File: src/rtl/bnn_pkg.sv
// Shared constants and FSM state encoding for the BNN classification stage.
package bnn_pkg;
  localparam int NCLASS = 5;
  localparam int CW     = 3;

  typedef logic [1:0] state_t;

  localparam logic [1:0] IDLE     = 2'd0;
  localparam logic [1:0] COLLECT  = 2'd1;
  localparam logic [1:0] WAIT_FIN = 2'd2;
  localparam logic [1:0] DONE     = 2'd3;
endpackage

File: src/rtl/bnn_fc_argmax_if.sv
// FC-score / argmax-result bundle; oMARGIN exists only with BNN_FC_ARGMAX_MARGIN_EN.
interface bnn_fc_argmax_if #(
  parameter int OL = 13,
  parameter int CW = 3
);
  logic          iSTART;
  logic [OL-1:0] iDATA;
  logic          iEND;
  logic          iFINISH;
  logic [CW-1:0] oCLASS;
  logic [OL-1:0] oSCORE;
  logic          oVALID;
  logic          oBUSY;
  logic          oERR;
`ifdef BNN_FC_ARGMAX_MARGIN_EN
  logic [OL-1:0] oMARGIN;

  modport master (output iSTART, iDATA, iEND, iFINISH,
                  input  oCLASS, oSCORE, oVALID, oBUSY, oERR, oMARGIN);
  modport slave  (input  iSTART, iDATA, iEND, iFINISH,
                  output oCLASS, oSCORE, oVALID, oBUSY, oERR, oMARGIN);
`else
  modport master (output iSTART, iDATA, iEND, iFINISH,
                  input  oCLASS, oSCORE, oVALID, oBUSY, oERR);
  modport slave  (input  iSTART, iDATA, iEND, iFINISH,
                  output oCLASS, oSCORE, oVALID, oBUSY, oERR);
`endif
endinterface

File: src/rtl/bnn_max_tracker.sv
// Running unsigned maximum with index (and second-best under BNN_FC_ARGMAX_MARGIN_EN).
// Updates on the same edge as capEn; clear wins over capture; no backpressure.
module bnn_max_tracker #(
  parameter int OL = 13,
  parameter int CW = 3
) (
  input  logic          iCLK,
  input  logic          iRST,
  input  logic          clear,
  input  logic          capEn,
  input  logic [OL-1:0] data,
  input  logic [CW-1:0] index,
`ifdef BNN_FC_ARGMAX_MARGIN_EN
  output logic [OL-1:0] second,
`endif
  output logic [OL-1:0] best,
  output logic [CW-1:0] idx
);
  always_ff @(posedge iCLK) begin
    if (!iRST || clear) begin
      best <= '0;
      idx  <= '0;
`ifdef BNN_FC_ARGMAX_MARGIN_EN
      second <= '0;
`endif
    end else if (capEn) begin
      // Strict compare so an equal later score never steals the lower index.
      if (data > best) begin
        best <= data;
        idx  <= index;
`ifdef BNN_FC_ARGMAX_MARGIN_EN
        second <= best;
`endif
      end
`ifdef BNN_FC_ARGMAX_MARGIN_EN
      else if (data > second) begin
        second <= data;
      end
`endif
    end
  end
endmodule

File: src/rtl/bnn_fc_argmax.sv
// Argmax over NCLASS FC stage scores; result one cycle after iFINISH; no backpressure.
// BNN_FC_ARGMAX_MARGIN_EN adds oMARGIN = best - second best.
module bnn_fc_argmax #(
  parameter int OL     = 13,
  parameter int NCLASS = bnn_pkg::NCLASS,
  parameter int CW     = bnn_pkg::CW
) (
  input  logic            iCLK,
  input  logic            iRST,
  bnn_fc_argmax_if.slave  bus
);
  import bnn_pkg::*;

  logic [1:0]    state;
  logic [CW-1:0] cnt;
  logic [OL-1:0] best;
  logic [CW-1:0] idx;
  logic          capEn;
`ifdef BNN_FC_ARGMAX_MARGIN_EN
  logic [OL-1:0] second;
`endif

  // iSTART and an early iFINISH both pre-empt a coincident capture.
  assign capEn    = bus.iEND && !bus.iSTART && !bus.iFINISH && (state == COLLECT);
  assign bus.oBUSY = (state == COLLECT) || (state == WAIT_FIN);

  bnn_max_tracker #(.OL(OL), .CW(CW)) uTracker (
    .iCLK   (iCLK),
    .iRST   (iRST),
    .clear  (bus.iSTART),
    .capEn  (capEn),
    .data   (bus.iDATA),
    .index  (cnt),
`ifdef BNN_FC_ARGMAX_MARGIN_EN
    .second (second),
`endif
    .best   (best),
    .idx    (idx)
  );

  always_ff @(posedge iCLK) begin
    if (!iRST) begin
      state      <= IDLE;
      cnt        <= '0;
      bus.oCLASS <= '0;
      bus.oSCORE <= '0;
      bus.oVALID <= 1'b0;
      bus.oERR   <= 1'b0;
`ifdef BNN_FC_ARGMAX_MARGIN_EN
      bus.oMARGIN <= '0;
`endif
    end else begin
      bus.oVALID <= 1'b0;
      if (bus.iSTART) begin
        state      <= COLLECT;
        cnt        <= '0;
        bus.oCLASS <= '0;
        bus.oSCORE <= '0;
        bus.oERR   <= 1'b0;
`ifdef BNN_FC_ARGMAX_MARGIN_EN
        bus.oMARGIN <= '0;
`endif
      end else begin
        case (state)
          COLLECT: begin
            if (bus.iFINISH) begin
              bus.oERR <= 1'b1;
            end else if (bus.iEND) begin
              cnt <= cnt + CW'(1);
              if (cnt == CW'(NCLASS - 1)) state <= WAIT_FIN;
            end
          end
          WAIT_FIN: begin
            if (!bus.iFINISH && bus.iEND) bus.oERR <= 1'b1;
          end
          DONE:    state <= IDLE;
          default: state <= IDLE;
        endcase
        // Result load on DONE entry, shared by normal and early finish.
        if (bus.iFINISH && (state == COLLECT || state == WAIT_FIN)) begin
          state      <= DONE;
          bus.oCLASS <= idx;
          bus.oSCORE <= best;
          bus.oVALID <= 1'b1;
`ifdef BNN_FC_ARGMAX_MARGIN_EN
          bus.oMARGIN <= best - second;
`endif
        end
      end
    end
  end
endmodule

File: src/flat_wrapper.sv
// flat-port wrapper written by rule: the top's interface ports become plain ports
module bnn_fc_argmax_flat import bnn_pkg::*;
#(
  parameter int OL     = 13,
  parameter int NCLASS = bnn_pkg::NCLASS,
  parameter int CW     = bnn_pkg::CW
)
  (iCLK, iRST, bus_iSTART, bus_iDATA, bus_iEND, bus_iFINISH, bus_oCLASS, bus_oSCORE, bus_oVALID, bus_oBUSY, bus_oERR);
  bnn_fc_argmax_if #(.OL(OL), .CW(CW)) bus_i ();
  input  logic iCLK;
  input  logic iRST;
  input wire logic [$bits(bus_i.iSTART)-1:0] bus_iSTART;
  input wire logic [$bits(bus_i.iDATA)-1:0] bus_iDATA;
  input wire logic [$bits(bus_i.iEND)-1:0] bus_iEND;
  input wire logic [$bits(bus_i.iFINISH)-1:0] bus_iFINISH;
  output wire logic [$bits(bus_i.oCLASS)-1:0] bus_oCLASS;
  output wire logic [$bits(bus_i.oSCORE)-1:0] bus_oSCORE;
  output wire logic [$bits(bus_i.oVALID)-1:0] bus_oVALID;
  output wire logic [$bits(bus_i.oBUSY)-1:0] bus_oBUSY;
  output wire logic [$bits(bus_i.oERR)-1:0] bus_oERR;
  assign bus_i.iSTART = bus_iSTART;
  assign bus_i.iDATA = bus_iDATA;
  assign bus_i.iEND = bus_iEND;
  assign bus_i.iFINISH = bus_iFINISH;
  assign bus_oCLASS = bus_i.oCLASS;
  assign bus_oSCORE = bus_i.oSCORE;
  assign bus_oVALID = bus_i.oVALID;
  assign bus_oBUSY = bus_i.oBUSY;
  assign bus_oERR = bus_i.oERR;
  bnn_fc_argmax #(.OL(OL), .NCLASS(NCLASS), .CW(CW)) u_core (.iCLK(iCLK), .iRST(iRST), .bus(bus_i));
endmodule
File: config.mk
export PLATFORM = sky130hd
export DESIGN_NAME = bnn_fc_argmax_flat
export DESIGN_NICKNAME = d
export VERILOG_FILES = /design/src/rtl/bnn_pkg.sv /design/src/rtl/bnn_fc_argmax_if.sv /design/src/rtl/bnn_max_tracker.sv /design/src/rtl/bnn_fc_argmax.sv /design/src/flat_wrapper.sv
export SDC_FILE = /design/constraint.sdc
export NUM_CORES = 1
export LEC_CHECK = 0
export CORE_ASPECT_RATIO = 0.5
export CORE_UTILIZATION = 58
export DETAILED_ROUTE_END_ITERATION = 12
export HOLD_SLACK_MARGIN = 0.15
export MAX_ROUTING_LAYER = met4
export PLACE_DENSITY = 0.85
export RECOVER_POWER = 50
export SETUP_SLACK_MARGIN = 0.1
export SLEW_MARGIN = 20
export SYNTH_ARGS = -nofsm -noshare
export SYNTH_HDL_FRONTEND = slang
export SYNTH_SLANG_ARGS = --single-unit
File: constraint.sdc
create_clock -name iCLK -period 3.1 [get_ports iCLK]
set_clock_uncertainty 0.15 [all_clocks]
set_input_delay 0.31 -clock iCLK [delete_from_list [all_inputs] [get_ports iCLK]]
set_output_delay 0.31 -clock iCLK [all_outputs]
set_load 0.005 [all_outputs]
Yosys cells after proc, flatten, opt, wreduce, memory -nomap -nowiden
Index checks and enable logic that the tools add are counted.

Flip-flop bits (word level): 39. Input port bits: 18. Output and inout bits: 19. Word-level logic and storage cells: 53.

Add/subtract/negate cells: 1. Order comparisons: 1. Equality and inequality tests: 13. Muxes and demuxes: 10. Bitwise logic cells: 2. Reductions and logical operators: 17.

Operator list (number): $gt 13x13->1 (1); $ne 3x3->1 const B (3); $mux 2 (4); $ne 4x4->1 const B (2); $reduce_and 4->1 (2); $reduce_and 3->1 (2); $logic_and 1x1->1 (5); $mux 1 (4); $ne 2x2->1 const B (2); $ne 4x3->1 const B (1); $pmux 2 s2 (1); $add 3x1->3 const B (1); $eq 3x3->1 const B (1); $logic_not 1->1 (3); $ne 3x2->1 const B (1); $eq 2x1->1 const B (1); $eq 2x2->1 const B (1); $logic_or 1x1->1 (2); $ne 2x1->1 const B (1); $not 1->1 (2); $pmux 1 s2 (1); $reduce_and 2->1 (1); $reduce_bool 2->1 (1); $reduce_or 2->1 (1).

Logic depth before layout (Yosys ltp)
Gate-level depths: netlist of run 1.

Depth after elaboration: 7. Depth in mapped cells: 9. Gate-level depth less buffers: 7.

By module
Synthesis of run 1 repeated with hierarchy kept, for this count alone.

Cells, all modules: 253. Area, all modules: 2307.2 µm².

Modules (own cells, without submodules): bnn_max_tracker (times used 1, cells an instance 139, area an instance 1340.0 µm², seq. area each 320.3 µm²); bnn_fc_argmax (times used 1, cells an instance 114, area an instance 967.2 µm², seq. area each 460.4 µm²).

Least setup slack after synthesis of run 1
OpenSTA, ideal clock, no wires.

Path kind: reg2reg. From: register u_core.uTracker.best[4]. To: register u_core.uTracker.best[10]. Setup time: 0.127 ns. Arrival: 1.723 ns. Slack: 1.100 ns. Stages on the path, launching flop included: 9. Buffers on the path: 1. Cell sequence: dfxtp_1 > inv_1 > ha_1 > and3_4 > and3_4 > a211o_4 > buf_6 > a32oi_1 > nand3_1.

Cells in the longest elaborated chain, start to end: 2.

Ends and longest elaborated chain: start: declaration (RTL line bnn_max_tracker.sv:16) `output logic [OL-1:0] best,`; start signal: assignment (RTL line bnn_max_tracker.sv:29) `best <= data;`; $gt 13x13->1 (RTL line bnn_max_tracker.sv:28) `if (data > best) begin`; $reduce_and 2->1 (no source line).

No other way between the ends. A chain may end at the register's enable or synchronous reset.

Worst setup path after layout of run 1
From: input bus_iDATA[7]. To: register u_core.uTracker.idx[0].

Cells in the longest elaborated chain, start to end: 2.

Ends and longest elaborated chain: start: declaration (RTL line flat_wrapper.sv:13) `input wire logic [$bits(bus_i.iDATA)-1:0] bus_iDATA;`; $gt 13x13->1 (RTL line bnn_max_tracker.sv:28); $reduce_and 2->1 (no source line); end signal: assignment (RTL line bnn_max_tracker.sv:30) `idx <= index;`; end: declaration (RTL line bnn_max_tracker.sv:17) `output logic [CW-1:0] idx`.

No other way between the ends.

==> metrics.txt, run 1 <==
# TYPE chip_impl_metric gauge
chip_impl_info{name="run_status",value="finished clean"} 1
chip_impl_metric{name="leakage",unit="nW"} 1.08
chip_impl_metric{name="detail_route.wl_per_cell",unit="µm"} 15.8
chip_impl_metric{name="finalInstanceArea",unit="µm²"} 2910
chip_impl_metric{name="yosys.area_share.simple",unit=""} 0.226
chip_impl_metric{name="switchingPower",unit="mW"} 0.295
chip_impl_metric{name="portion_of_the_clock_cycle_consumed_by_the_worst_path_in_the_final_layout",unit=""} 0.817
chip_impl_metric{name="cts_buffers",unit=""} 5
chip_impl_metric{name="detail-route-antenna-nets",unit=""} 0
chip_impl_info{name="netlist.top_cell.by_area",value="sky130_fd_sc_hd__dfxtp_1"} 1
chip_impl_info{name="cpLargestDelayFamily",value="simple AND/OR/NAND/NOR gates"} 1
chip_impl_info{name="cp-end-kind",value="flop"} 1
chip_impl_metric{name="max_cap_violations",unit=""} 0
chip_impl_metric{name="critical_path.max_fanout",unit=""} 17
chip_impl_metric{name="area_of_the_die",unit="µm²"} 4500
chip_impl_info{name="synthTopCellsByCount",value="sky130_fd_sc_hd__dfxtp_1, sky130_fd_sc_hd__nand2_1, sky130_fd_sc_hd__a21oi_1, sky130_fd_sc_hd__nand3_1, sky130_fd_sc_hd__inv_1"} 1
chip_impl_metric{name="placement.io_buffers",unit=""} 36
chip_impl_metric{name="worst_slack",unit="ns"} 0.567
chip_impl_metric{name="report.power.total",unit="mW"} 1.18
chip_impl_metric{name="io_pins",unit=""} 37
chip_impl_metric{name="synth-compound-area-share",unit=""} 0.259
chip_impl_metric{name="detailedPlacementHpwl",unit="µm"} 3990
chip_impl_metric{name="cts_max_level",unit=""} 2
chip_impl_info{name="grt_setup_unrepaired",value="no"} 1
chip_impl_metric{name="synth_area",unit="µm²"} 2450
chip_impl_metric{name="post_cts_setup_bufs",unit=""} 0
chip_impl_metric{name="number_of_enable_type_register_cells_in_the_synthesized_netlist",unit=""} 0
chip_impl_metric{name="syn_inst",unit=""} 293
chip_impl_metric{name="totalNegativeSetupSlack",unit="ns"} 0
chip_impl_metric{name="max_stage_delay",unit="ns"} 0.65
chip_impl_metric{name="buffering_stage_count_on_the_worst_path_with_inverters_included",unit=""} 1
chip_impl_info{name="worst-setup-path-type",value="in -> reg"} 1
chip_impl_info{name="ys_top_cells_by_area",value="sky130_fd_sc_hd__dfxtp_1, sky130_fd_sc_hd__ha_1, sky130_fd_sc_hd__a32oi_1, sky130_fd_sc_hd__o2111ai_1, sky130_fd_sc_hd__nand2_1"} 1
chip_impl_metric{name="synthToLayoutAreaGrowth",unit="%"} 18.9
chip_impl_info{name="cpMaxStageDelayCell",value="sky130_fd_sc_hd__and2_1"} 1
chip_impl_metric{name="postSynth.asyncResetShare",unit=""} 0
chip_impl_metric{name="slew-limit-headroom",unit=""} 0.559
chip_impl_metric{name="p_int",unit="mW"} 0.885
chip_impl_metric{name="report.final.setup_viol",unit=""} 0
chip_impl_metric{name="detailroute.via_count",unit=""} 2340
chip_impl_metric{name="synthesized_area_per_cell",unit="µm²"} 8.36
chip_impl_metric{name="cts-root-to-sink-buffers",unit=""} 2
chip_impl_metric{name="fin_crit",unit="ns"} 2.53
chip_impl_metric{name="clock_insertion_delay_worst_skew",unit="ns"} 0.31
chip_impl_metric{name="synth_cell_types",unit=""} 42
chip_impl_metric{name="grt_use_total",unit=""} 0.281
chip_impl_metric{name="worst_pin_slew",unit="ns"} 0.661
chip_impl_info{name="tritoncts_clock_tree",value="built"} 1
chip_impl_metric{name="finalWirelength",unit="µm"} 5920
chip_impl_metric{name="cp_data_required_time",unit="ns"} 3.20
chip_impl_metric{name="synth.ff_latch_count",unit=""} 39
chip_impl_metric{name="std_cell_rows",unit=""} 16
chip_impl_metric{name="post_dp_area",unit="µm²"} 2780
chip_impl_metric{name="cts.repair.resized",unit=""} 0
chip_impl_metric{name="start_util",unit=""} 0.618
chip_impl_info{name="cts_root_buffer",value="sky130_fd_sc_hd__clkbuf_8"} 1
chip_impl_info{name="synth_top_family_by_area",value="compound AO/OA/AOI/OAI gates"} 1
chip_impl_metric{name="share_seq_of_total_power",unit=""} 0.430
chip_impl_metric{name="drt-vias-per-instance",unit=""} 6.22
chip_impl_metric{name="synth_xor_area_frac",unit=""} 0.00715
chip_impl_info{name="yosys_most_used_dff",value="sky130_fd_sc_hd__dfxtp_1"} 1
chip_impl_metric{name="grt_pass1_vias",unit=""} 1928
chip_impl_metric{name="hold_viol",unit=""} 0
chip_impl_metric{name="yosysTopAreaCellShare",unit=""} 0.319
chip_impl_metric{name="switching_share",unit=""} 0.250
chip_impl_metric{name="cellPowerDensity",unit="nW/µm²"} 405
chip_impl_metric{name="routabilityCongestion",unit=""} 0.817
chip_impl_metric{name="num_antenna_cells",unit=""} 0
chip_impl_metric{name="share_comb_of_total_power",unit=""} 0.130
chip_impl_info{name="worstHoldPathType",value="reg -> reg"} 1
chip_impl_info{name="crit_path_cell_trace",value="clkdlybuf4s50_1 > ha_1 > nand2_2 > o21ai_2 > and2_1 > nand4_1 > nand3_1"} 1
chip_impl_metric{name="layout-drive-gt1-share",unit=""} 0.0932
chip_impl_metric{name="maxClockFrequency",unit="MHz"} 395
chip_impl_metric{name="detailedRoute.firstPassIterationCount",unit=""} 4
chip_impl_metric{name="cts_num_sinks",unit=""} 39
chip_impl_metric{name="coreArea",unit="µm²"} 3960
chip_impl_metric{name="globalRouteOverflowTotal",unit=""} 0
chip_impl_metric{name="post_synth_fa_ha_maj_area_fraction",unit=""} 0.0868
chip_impl_metric{name="syn-num-nets",unit=""} 328
chip_impl_metric{name="worst-endpoint-arrival",unit="ns"} 2.63
chip_impl_metric{name="cts_hold_buf",unit=""} 0
chip_impl_metric{name="clock_power_share",unit=""} 0.440
chip_impl_metric{name="worst_setup_hold_path_clk_slew",unit="ns"} 0.08
chip_impl_metric{name="first_iter_violations",unit=""} 119
chip_impl_metric{name="placement.setup.worst_slack",unit="ns"} 0.334
chip_impl_metric{name="final_net_count",unit=""} 356
chip_impl_metric{name="synth_seq_area_share",unit=""} 0.319
chip_impl_metric{name="worst_ir_drop_on_vdd",unit="µV"} 340
chip_impl_metric{name="slew_violations",unit=""} 0
chip_impl_info{name="start_kind",value="input pin"} 1
chip_impl_metric{name="first_pass_grt_wire_length",unit="µm"} 9100
chip_impl_metric{name="die_w",unit="µm"} 93.9
chip_impl_metric{name="synthMuxAreaShare",unit=""} 0
chip_impl_metric{name="yosysWarningCount",unit=""} 0
chip_impl_info{name="yosys.cell_count.top_type",value="sky130_fd_sc_hd__dfxtp_1"} 1
chip_impl_metric{name="initial_antenna_violation_count",unit=""} 0
chip_impl_metric{name="die_h",unit="µm"} 48.0
chip_impl_metric{name="largest_net_degree_at_the_start_of_global_routing",unit=""} 26
chip_impl_metric{name="post-route-drc-count",unit=""} 0
## cell type report
class | count | area, µm²
clock buffer | 5 | 68.8
clock inverter | 3 | 67.6
fill | 303 | 1050
inverter | 20 | 75.1
multi-input combinational | 211 | 1420
sequential | 39 | 781
tap | 54 | 67.6
timing repair buffer | 44 | 433
## state kept, by name, summed over array words and instances, names as in the netlist
register              count
u_core.cnt                3
u_core.bus.oERR           1
u_core.bus.oSCORE        13
u_core.uTracker.idx       3
u_core.uTracker.best     13
u_core.bus.oVALID         1
u_core.state              2
u_core.bus.oCLASS         3
## through the flow
stage           util  instances  hold WS (ns)
6_report       0.735        376         0.300
2_1_floorplan      -        293         0.277
3_5_place_dp   0.700        368         0.292
4_1_cts        0.735        376         0.305
5_1_grt        0.735        376         0.322
3_3_place_gp   0.700        368         0.287
## cells in the final DEF (no fill, tap or decap), types with 2 or more instances in the layout
cell type and instances:
sky130_fd_sc_hd__o21ai_2 2, sky130_fd_sc_hd__nand4_1 16, sky130_fd_sc_hd__and3_4 2, sky130_fd_sc_hd__ha_1 17, sky130_fd_sc_hd__nand2_1 35, sky130_fd_sc_hd__and2_1 5, sky130_fd_sc_hd__dlygate4sd3_1 19, sky130_fd_sc_hd__a32oi_1 16
sky130_fd_sc_hd__dfxtp_1 39, sky130_fd_sc_hd__o21a_1 2, sky130_fd_sc_hd__nor2_1 18, sky130_fd_sc_hd__o2111ai_1 16, sky130_fd_sc_hd__nand3_1 21, sky130_fd_sc_hd__buf_4 7, sky130_fd_sc_hd__inv_1 20, sky130_fd_sc_hd__nor2b_1 2
sky130_fd_sc_hd__clkbuf_8 5, sky130_fd_sc_hd__nor3_1 2, sky130_fd_sc_hd__a21oi_1 21, sky130_fd_sc_hd__a21o_1 2, sky130_fd_sc_hd__bufinv_16 2, sky130_fd_sc_hd__a21boi_0 16, sky130_fd_sc_hd__clkdlybuf4s50_1 17
## power groups by stage
stage | sequential (mW) | combinational (mW) | clock, mW
floorplan | 0.519 | 0.0942 | 0
global placement | 0.519 | 0.145 | 0
detailed placement | 0.519 | 0.150 | 0
CTS | 0.507 | 0.151 | 0.526
global route | 0.508 | 0.165 | 0.543
finish | 0.507 | 0.153 | 0.519
## worst reg2reg max path: cells and delay by family (launching register included)
kind | cells | cell delay [ns]
adders and majority gates | 1 | 0.30
DFF | 1 | 0.35
and+or+nand+nor | 4 | 1.04
buffers and inverters | 1 | 0.07
AOI/OAI and AO/OA | 1 | 0.48
## path summary, 6_finish.rpt
kind / slack [ns] / cells after the start / startpoint / endpoint
setup / recovery: 0.57 / 7 / bus_iDATA[7] / u_core.uTracker.idx[0]
hold / removal: 0.30 / 2 / u_core.uTracker.best[10] / u_core.bus.oSCORE[10]
setup reg to reg: 0.65 / 7 / u_core.uTracker.best[8] / u_core.uTracker.idx[0]
hold reg to reg: 0.30 / 2 / u_core.uTracker.best[10] / u_core.bus.oSCORE[10]
## cell families (layout without fill, tap and decap cells)
logic type / Yosys count / after routing
buffers and inverters: 43 / 72
AOI/OAI and AO/OA: 83 / 83
and+or+nand+nor: 109 / 109
adders and majority gates: 17 / 17
xor gates and xnor gates: 2 / 2
DFF: 39 / 39
## metal layers
metal  global-route usage  routed length (µm)
met2                0.429                2620
met1                0.362                2840
met3               0.0762                 414
met5                    -                   0
met4                0.105                  55
Power figures use the tool's default switching activity.
==> run 2: changes to the inputs <==
Settings changed: CORE_UTILIZATION 58 to 54, PLACE_DENSITY 0.85 to 0.8.
Clock period 3.1 ns to 2.4 ns, I/O delays scaled along.
==> run 2 against run 1 <==
Die area grew 7.2%. Sequential power up 29%. Combinational power is 55% higher. Register-to-register slack worse by 0.58 ns. Power is 33% higher. Non-clock buffer count grew 27. Global-route usage increased by 1.4 points. Critical path type is now reg -> reg. Largest cell class unchanged.
==> metrics.txt, run 2 (synthesis gave the netlist of run 1 again) <==
# TYPE chip_impl_metric gauge
chip_impl_info{name="cts_root_buffer",value="sky130_fd_sc_hd__clkbuf_8"} 1
chip_impl_metric{name="cts_max_level",unit=""} 2
chip_impl_metric{name="utilization",unit=""} 0.769
chip_impl_metric{name="fillerInstances",unit=""} 313
chip_impl_metric{name="globalRouteOverflowTotal",unit=""} 0
chip_impl_metric{name="io_pins",unit=""} 37
chip_impl_metric{name="finalWirelength",unit="µm"} 7430
chip_impl_info{name="tritoncts_clock_tree",value="built"} 1
chip_impl_metric{name="cts_buffers",unit=""} 5
chip_impl_metric{name="final_net_count",unit=""} 385
chip_impl_metric{name="initial_antenna_violation_count",unit=""} 0
chip_impl_metric{name="largest_net_degree_at_the_start_of_global_routing",unit=""} 24
chip_impl_metric{name="detailroute.via_count",unit=""} 2576
chip_impl_metric{name="layout-drive-gt1-share",unit=""} 0.168
chip_impl_metric{name="post-route-drc-count",unit=""} 0
chip_impl_metric{name="first_pass_grt_wire_length",unit="µm"} 10900
chip_impl_metric{name="slew-limit-headroom",unit=""} 0.595
chip_impl_metric{name="cp_data_required_time",unit="ns"} 2.43
chip_impl_metric{name="cts_hold_buf",unit=""} 0
chip_impl_info{name="most_frequent_cells_in_the_layout",value="sky130_fd_sc_hd__dfxtp_1, sky130_fd_sc_hd__nand2_1, sky130_fd_sc_hd__buf_4"} 1
chip_impl_info{name="grt_setup_unrepaired",value="no"} 1
chip_impl_metric{name="fin_crit",unit="ns"} 2.33
chip_impl_info{name="start_kind",value="flop"} 1
chip_impl_info{name="worstHoldPathType",value="reg -> reg"} 1
chip_impl_metric{name="worst_setup_hold_path_clk_slew",unit="ns"} 0.08
chip_impl_info{name="worst-setup-path-type",value="reg -> reg"} 1
chip_impl_metric{name="worst_ir_drop_on_vdd",unit="µV"} 343
chip_impl_metric{name="cellPowerDensity",unit="nW/µm²"} 493
chip_impl_info{name="cp-end-kind",value="flop"} 1
chip_impl_metric{name="max_cap_violations",unit=""} 0
chip_impl_metric{name="portion_of_the_clock_cycle_consumed_by_the_worst_path_in_the_final_layout",unit=""} 0.972
chip_impl_info{name="run_status",value="finished clean"} 1
chip_impl_metric{name="detail-route-antenna-nets",unit=""} 0
chip_impl_metric{name="num_antenna_cells",unit=""} 0
chip_impl_metric{name="globalRouteMet2Util",unit=""} 0.484
chip_impl_metric{name="worst_pin_slew",unit="ns"} 0.607
chip_impl_info{name="layout_top_registers",value="u_core.bus.oSCORE (13), u_core.uTracker.best (13)"} 1
chip_impl_metric{name="drt-vias-per-instance",unit=""} 6.36
chip_impl_metric{name="die_w",unit="µm"} 97.3
chip_impl_metric{name="die_h",unit="µm"} 49.6
chip_impl_metric{name="slew_violations",unit=""} 0
chip_impl_metric{name="report.final.setup_viol",unit=""} 0
chip_impl_metric{name="grt_pass1_vias",unit=""} 2363
chip_impl_metric{name="cts_num_sinks",unit=""} 39
chip_impl_metric{name="detailedPlacementHpwl",unit="µm"} 4610
chip_impl_metric{name="totalNegativeSetupSlack",unit="ns"} 0
chip_impl_metric{name="std_cell_rows",unit=""} 16
chip_impl_metric{name="detail_route.wl_per_cell",unit="µm"} 18.3
chip_impl_metric{name="cts-root-to-sink-buffers",unit=""} 2
chip_impl_metric{name="area_of_the_die",unit="µm²"} 4830
chip_impl_metric{name="synthToLayoutAreaGrowth",unit="%"} 29.5
chip_impl_metric{name="maxClockFrequency",unit="MHz"} 429
chip_impl_metric{name="placement.io_buffers",unit=""} 36
chip_impl_metric{name="worst-endpoint-arrival",unit="ns"} 2.37
chip_impl_metric{name="clock_insertion_delay_worst_skew",unit="ns"} 0.31
chip_impl_metric{name="grtUsageMet3",unit=""} 0.0709
chip_impl_info{name="layout_commonest_cell",value="sky130_fd_sc_hd__dfxtp_1"} 1
chip_impl_metric{name="coreArea",unit="µm²"} 4120
chip_impl_metric{name="critical_path.max_fanout",unit=""} 8
chip_impl_metric{name="first_iter_violations",unit=""} 306
chip_impl_metric{name="met1_usage_in_global_routing",unit=""} 0.356
chip_impl_metric{name="routabilityCongestion",unit=""} 0.868
chip_impl_metric{name="start_util",unit=""} 0.594
chip_impl_metric{name="hold_viol",unit=""} 0
chip_impl_metric{name="detailedRoute.firstPassIterationCount",unit=""} 6
chip_impl_metric{name="grt_use_total",unit=""} 0.295
chip_impl_metric{name="leakage",unit="nW"} 1.22
chip_impl_info{name="busiest_layer",value="met2"} 1
==> run 2: cell type report <==
type	instances	area, µm²	area share
sequential	39	781	0.246
multi-input combinational	213	1470	0.464
clock inverter	3	67.6	0.0213
clock buffer	5	68.8	0.0217
tap	54	67.6	0.0213
timing repair buffer	71	642	0.202
inverter	20	75.1	0.0237
==> run 2: power by group <==
part	switching [mW]	internal [mW]
registers	0.00329	0.652
clock network	0.255	0.415
logic	0.139	0.0979
total	0.398	1.16
==> run 2: final timing paths <==
check	slack [ns]	start	cells past startpoint	to
min	0.30	u_core.bus.oSCORE[3]	2	u_core.bus.oSCORE[3]
max reg2reg	0.07	u_core.uTracker.best[12]	9	u_core.uTracker.best[1]
max	0.07	u_core.uTracker.best[12]	9	u_core.uTracker.best[1]
min reg2reg	0.30	u_core.bus.oSCORE[3]	2	u_core.bus.oSCORE[3]
==> run 2: worst max-delay path: stages, from the launching register on <==
cell and delay [ns]:
sky130_fd_sc_hd__dfxtp_1 0.37, sky130_fd_sc_hd__inv_1 0.08, sky130_fd_sc_hd__ha_1 0.33, sky130_fd_sc_hd__nand3_2 0.13, sky130_fd_sc_hd__nor3_4 0.08, sky130_fd_sc_hd__buf_4 0.16
sky130_fd_sc_hd__buf_4 0.15, sky130_fd_sc_hd__a211o_4 0.40, sky130_fd_sc_hd__a32oi_1 0.23, sky130_fd_sc_hd__nand3_1 0.12
==> run 2: per-stage QoR <==
stage / std cells / hold slack [ns] / area (µm²) / setup WS, ns / total power [mW]
detailed placement: 392 / 0.296 / 2940 / -0.515 / 0.887
CTS: 401 / 0.303 / 3110 / 0.0679 / 1.55
floorplan: 293 / 0.243 / 2450 / 0.400 / 0.792
global route: 405 / 0.327 / 3170 / 0.00360 / 1.61
global placement: 392 / 0.291 / 2940 / -0.422 / 0.880
finish: 405 / 0.304 / 3170 / 0.0670 / 1.56
==> run 2: per-layer routing <==
layer | vias up | part of all wire
met5 | - | 0
li1 | 1189 | -
met1 | 1176 | 0.41
met4 | 0 | 0.039
met3 | 58 | 0.11
met2 | 153 | 0.44
==> run 2: what timing repair did <==
action	in CTS	in global routing
cloned	1	1
pin swaps	2	6
endpoints found under the hold margin	0	0
buffers inserted	0	3
setup endpoints to repair	16	16
resized for setup	2	2
==> run 3: changes to the inputs <==
Settings changed: ABC_CLOCK_PERIOD_IN_PS set to 2400, CORE_UTILIZATION 54 to 56, CTS_BUF_LIST set to sky130_fd_sc_hd__clkbuf_4 sky130_fd_sc_hd__clkbuf_8, PLACE_DENSITY 0.8 to 0.82, SLEW_MARGIN 20 to 5.
==> run 3 against run 2 <==
Critical path depth is 1 lower. Clock power is 13% lower. Setup slack better by 0.064 ns. Die area is 3.5% lower. Cell area is 1.1% lower. Flip-flop and latch count stayed put. Highest routed layer unchanged.
==> metrics.txt, run 3 (synthesis gave the netlist of run 1 again) <==
# TYPE chip_impl_metric gauge
chip_impl_metric{name="num_antenna_cells",unit=""} 0
chip_impl_metric{name="layout-drive-gt1-share",unit=""} 0.160
chip_impl_metric{name="globalRouteOverflowTotal",unit=""} 0
chip_impl_metric{name="slew_violations",unit=""} 0
chip_impl_info{name="cp-end-kind",value="flop"} 1
chip_impl_metric{name="cp_data_required_time",unit="ns"} 2.42
chip_impl_metric{name="detailedPlacementHpwl",unit="µm"} 4430
chip_impl_metric{name="worst-endpoint-arrival",unit="ns"} 2.29
chip_impl_metric{name="detailroute.via_count",unit=""} 2537
chip_impl_metric{name="final_cell_count_no_fill",unit=""} 403
chip_impl_metric{name="finalWirelength",unit="µm"} 7230
chip_impl_info{name="grt_setup_unrepaired",value="no"} 1
chip_impl_metric{name="maxClockFrequency",unit="MHz"} 441
chip_impl_metric{name="switchingPower",unit="mW"} 0.386
chip_impl_metric{name="std_cell_rows",unit=""} 16
chip_impl_metric{name="final_net_count",unit=""} 383
chip_impl_metric{name="portion_of_the_clock_cycle_consumed_by_the_worst_path_in_the_final_layout",unit=""} 0.945
chip_impl_metric{name="share_comb_of_total_power",unit=""} 0.154
chip_impl_metric{name="share_seq_of_total_power",unit=""} 0.447
chip_impl_metric{name="fillerInstances",unit=""} 280
chip_impl_metric{name="grt_use_total",unit=""} 0.326
chip_impl_metric{name="cts_buffers",unit=""} 5
chip_impl_metric{name="max_stage_delay",unit="ns"} 0.46
chip_impl_metric{name="cts_num_sinks",unit=""} 39
chip_impl_info{name="cts_root_buffer",value="sky130_fd_sc_hd__clkbuf_8"} 1
chip_impl_metric{name="placement.io_buffers",unit=""} 36
chip_impl_metric{name="detail_route.wl_per_cell",unit="µm"} 17.9
chip_impl_metric{name="report.power.total",unit="mW"} 1.47
chip_impl_metric{name="report.final.setup_viol",unit=""} 0
chip_impl_metric{name="drt-vias-per-instance",unit=""} 6.30
chip_impl_metric{name="slew-limit-headroom",unit=""} 0.386
chip_impl_metric{name="io_pins",unit=""} 37
chip_impl_metric{name="routabilityCongestion",unit=""} 0.875
chip_impl_info{name="timing.critical_path.mode_cell",value="sky130_fd_sc_hd__and3_4"} 1
chip_impl_info{name="crit_path_cell_trace",value="clkdlybuf4s50_1 > ha_1 > and3_4 > and3_4 > buf_4 > a211o_2 > a32oi_1 > nand3_1"} 1
chip_impl_info{name="layout_commonest_cell",value="sky130_fd_sc_hd__dfxtp_1"} 1
chip_impl_metric{name="clock_insertion_delay_worst_skew",unit="ns"} 0.30
chip_impl_info{name="start_kind",value="input pin"} 1
chip_impl_metric{name="initial_antenna_violation_count",unit=""} 0
chip_impl_info{name="busiest_layer",value="met2"} 1
chip_impl_metric{name="largest_net_degree_at_the_start_of_global_routing",unit=""} 24
chip_impl_metric{name="fin_crit",unit="ns"} 2.27
chip_impl_metric{name="clock_power_share",unit=""} 0.399
chip_impl_metric{name="hold_viol",unit=""} 0
chip_impl_metric{name="p_int",unit="mW"} 1.08
chip_impl_metric{name="first_pass_grt_wire_length",unit="µm"} 11200
chip_impl_metric{name="totalNegativeSetupSlack",unit="ns"} 0
chip_impl_info{name="worst-setup-path-type",value="in -> reg"} 1
chip_impl_metric{name="cts_max_level",unit=""} 2
chip_impl_metric{name="switching_share",unit=""} 0.263
chip_impl_metric{name="leakage",unit="nW"} 1.20
chip_impl_metric{name="grt_pass1_vias",unit=""} 2402
chip_impl_metric{name="coreArea",unit="µm²"} 4040
chip_impl_metric{name="first_iter_violations",unit=""} 214
chip_impl_metric{name="cellPowerDensity",unit="nW/µm²"} 468
chip_impl_info{name="layout_top_registers",value="u_core.bus.oSCORE (13), u_core.uTracker.best (13)"} 1
chip_impl_metric{name="detail-route-antenna-nets",unit=""} 0
chip_impl_info{name="most_frequent_cells_in_the_layout",value="sky130_fd_sc_hd__dfxtp_1, sky130_fd_sc_hd__nand2_1, sky130_fd_sc_hd__buf_4"} 1
chip_impl_metric{name="fin_worst_hold_slack",unit="ns"} 0.303
chip_impl_metric{name="post-route-drc-count",unit=""} 0
chip_impl_metric{name="area_of_the_die",unit="µm²"} 4660
chip_impl_info{name="tritoncts_clock_tree",value="built"} 1
chip_impl_info{name="cpMaxStageDelayCell",value="sky130_fd_sc_hd__clkdlybuf4s50_1"} 1
chip_impl_metric{name="die_w",unit="µm"} 95.5
chip_impl_metric{name="die_h",unit="µm"} 48.8
chip_impl_metric{name="worst_ir_drop_on_vdd",unit="µV"} 223
chip_impl_metric{name="met1_usage_in_global_routing",unit=""} 0.416
chip_impl_info{name="worstHoldPathType",value="reg -> reg"} 1
chip_impl_metric{name="max_cap_violations",unit=""} 0
chip_impl_metric{name="grtUsageMet3",unit=""} 0.0826
chip_impl_metric{name="placed_cells",unit=""} 388
chip_impl_info{name="run_status",value="finished clean"} 1
chip_impl_metric{name="detailedRoute.firstPassIterationCount",unit=""} 5
chip_impl_metric{name="worst_setup_hold_path_clk_slew",unit="ns"} 0.08
chip_impl_info{name="cpLargestDelayFamily",value="buffers and inverters"} 1
chip_impl_metric{name="buffering_stage_count_on_the_worst_path_with_inverters_included",unit=""} 2
chip_impl_metric{name="cts-root-to-sink-buffers",unit=""} 2
chip_impl_metric{name="synthToLayoutAreaGrowth",unit="%"} 28.0
chip_impl_metric{name="globalRouteMet2Util",unit=""} 0.494
chip_impl_metric{name="worst_pin_slew",unit="ns"} 0.922
chip_impl_metric{name="critical_path.max_fanout",unit=""} 8
chip_impl_metric{name="start_util",unit=""} 0.606
## run 3: changes by cell type in the layout (fill, tap and decap cells not counted), sizes merged
cell,before,now
clkbuf,7,8
buf,33,31
clkinv,0,1
bufinv,2,1
clkinvlp,1,0
## run 3: power groups by stage
stage               Clock (mW)  Combinational [mW]  Sequential, mW
finish                   0.585               0.226           0.656
global route             0.615               0.242           0.656
detailed placement           0               0.213           0.671
global placement             0               0.206           0.670
CTS                      0.587               0.220           0.656
floorplan                    0               0.122           0.670
## run 3: path summary, 6_finish.rpt
path / startpoint / to / slack (ns) / depth (start not counted)
setup / recovery: bus_iDATA[4] / u_core.uTracker.best[9] / 0.13 / 8
hold / removal: u_core.bus.oSCORE[12] / u_core.bus.oSCORE[12] / 0.30 / 2
setup reg to reg: u_core.uTracker.best[4] / u_core.uTracker.best[9] / 0.15 / 8
hold reg to reg: u_core.bus.oSCORE[12] / u_core.bus.oSCORE[12] / 0.30 / 2
## run 3: per-stage QoR
| stage | cell area [µm²] | setup WS [ns] | util |
|---|---|---|---|
| 6_report | 3140 | 0.131 | 0.776 |
| 5_1_grt | 3140 | 0.0933 | 0.776 |
| 4_1_cts | 3090 | 0.122 | 0.765 |
| 3_5_place_dp | 2930 | -0.584 | 0.724 |
| 3_3_place_gp | 2930 | -0.464 | 0.724 |
| 2_1_floorplan | 2450 | 0.400 | - |
## run 3: tightest hold or removal path: cells and delay by family, from the launching register on
family             cells  cell delay, ns
DFF                    1            0.31
and+or+nand+nor        1            0.05
AOI/OAI and AO/OA      1            0.05
## run 3: final cells by class
class                           instances  area [µm²]  share of cell area
Inverter                               20        75.1              0.0239
Clock inverter                          2        35.0              0.0112
Timing Repair Buffer                   69         638               0.203
Sequential cell                        39         781               0.249
Clock buffer                            6        82.6              0.0263
Tap cell                               54        67.6              0.0215
Multi-Input combinational cell        213        1460               0.465
## run 3: metal layers
| layer | vias to the layer above | share of wire |
|---|---|---|
| met1 | 1180 | 0.43 |
| li1 | 1193 | - |
| met5 | - | 0 |
| met3 | 20 | 0.11 |
| met2 | 144 | 0.45 |
| met4 | 0 | 0.020 |
## run 3: repair_timing
item	CTS	global route
hold buffers	0	0
buffers inserted	2	3
pin swaps	1	3
setup endpoints to repair	16	16
gates cloned	1	1
gates resized for setup	1	2
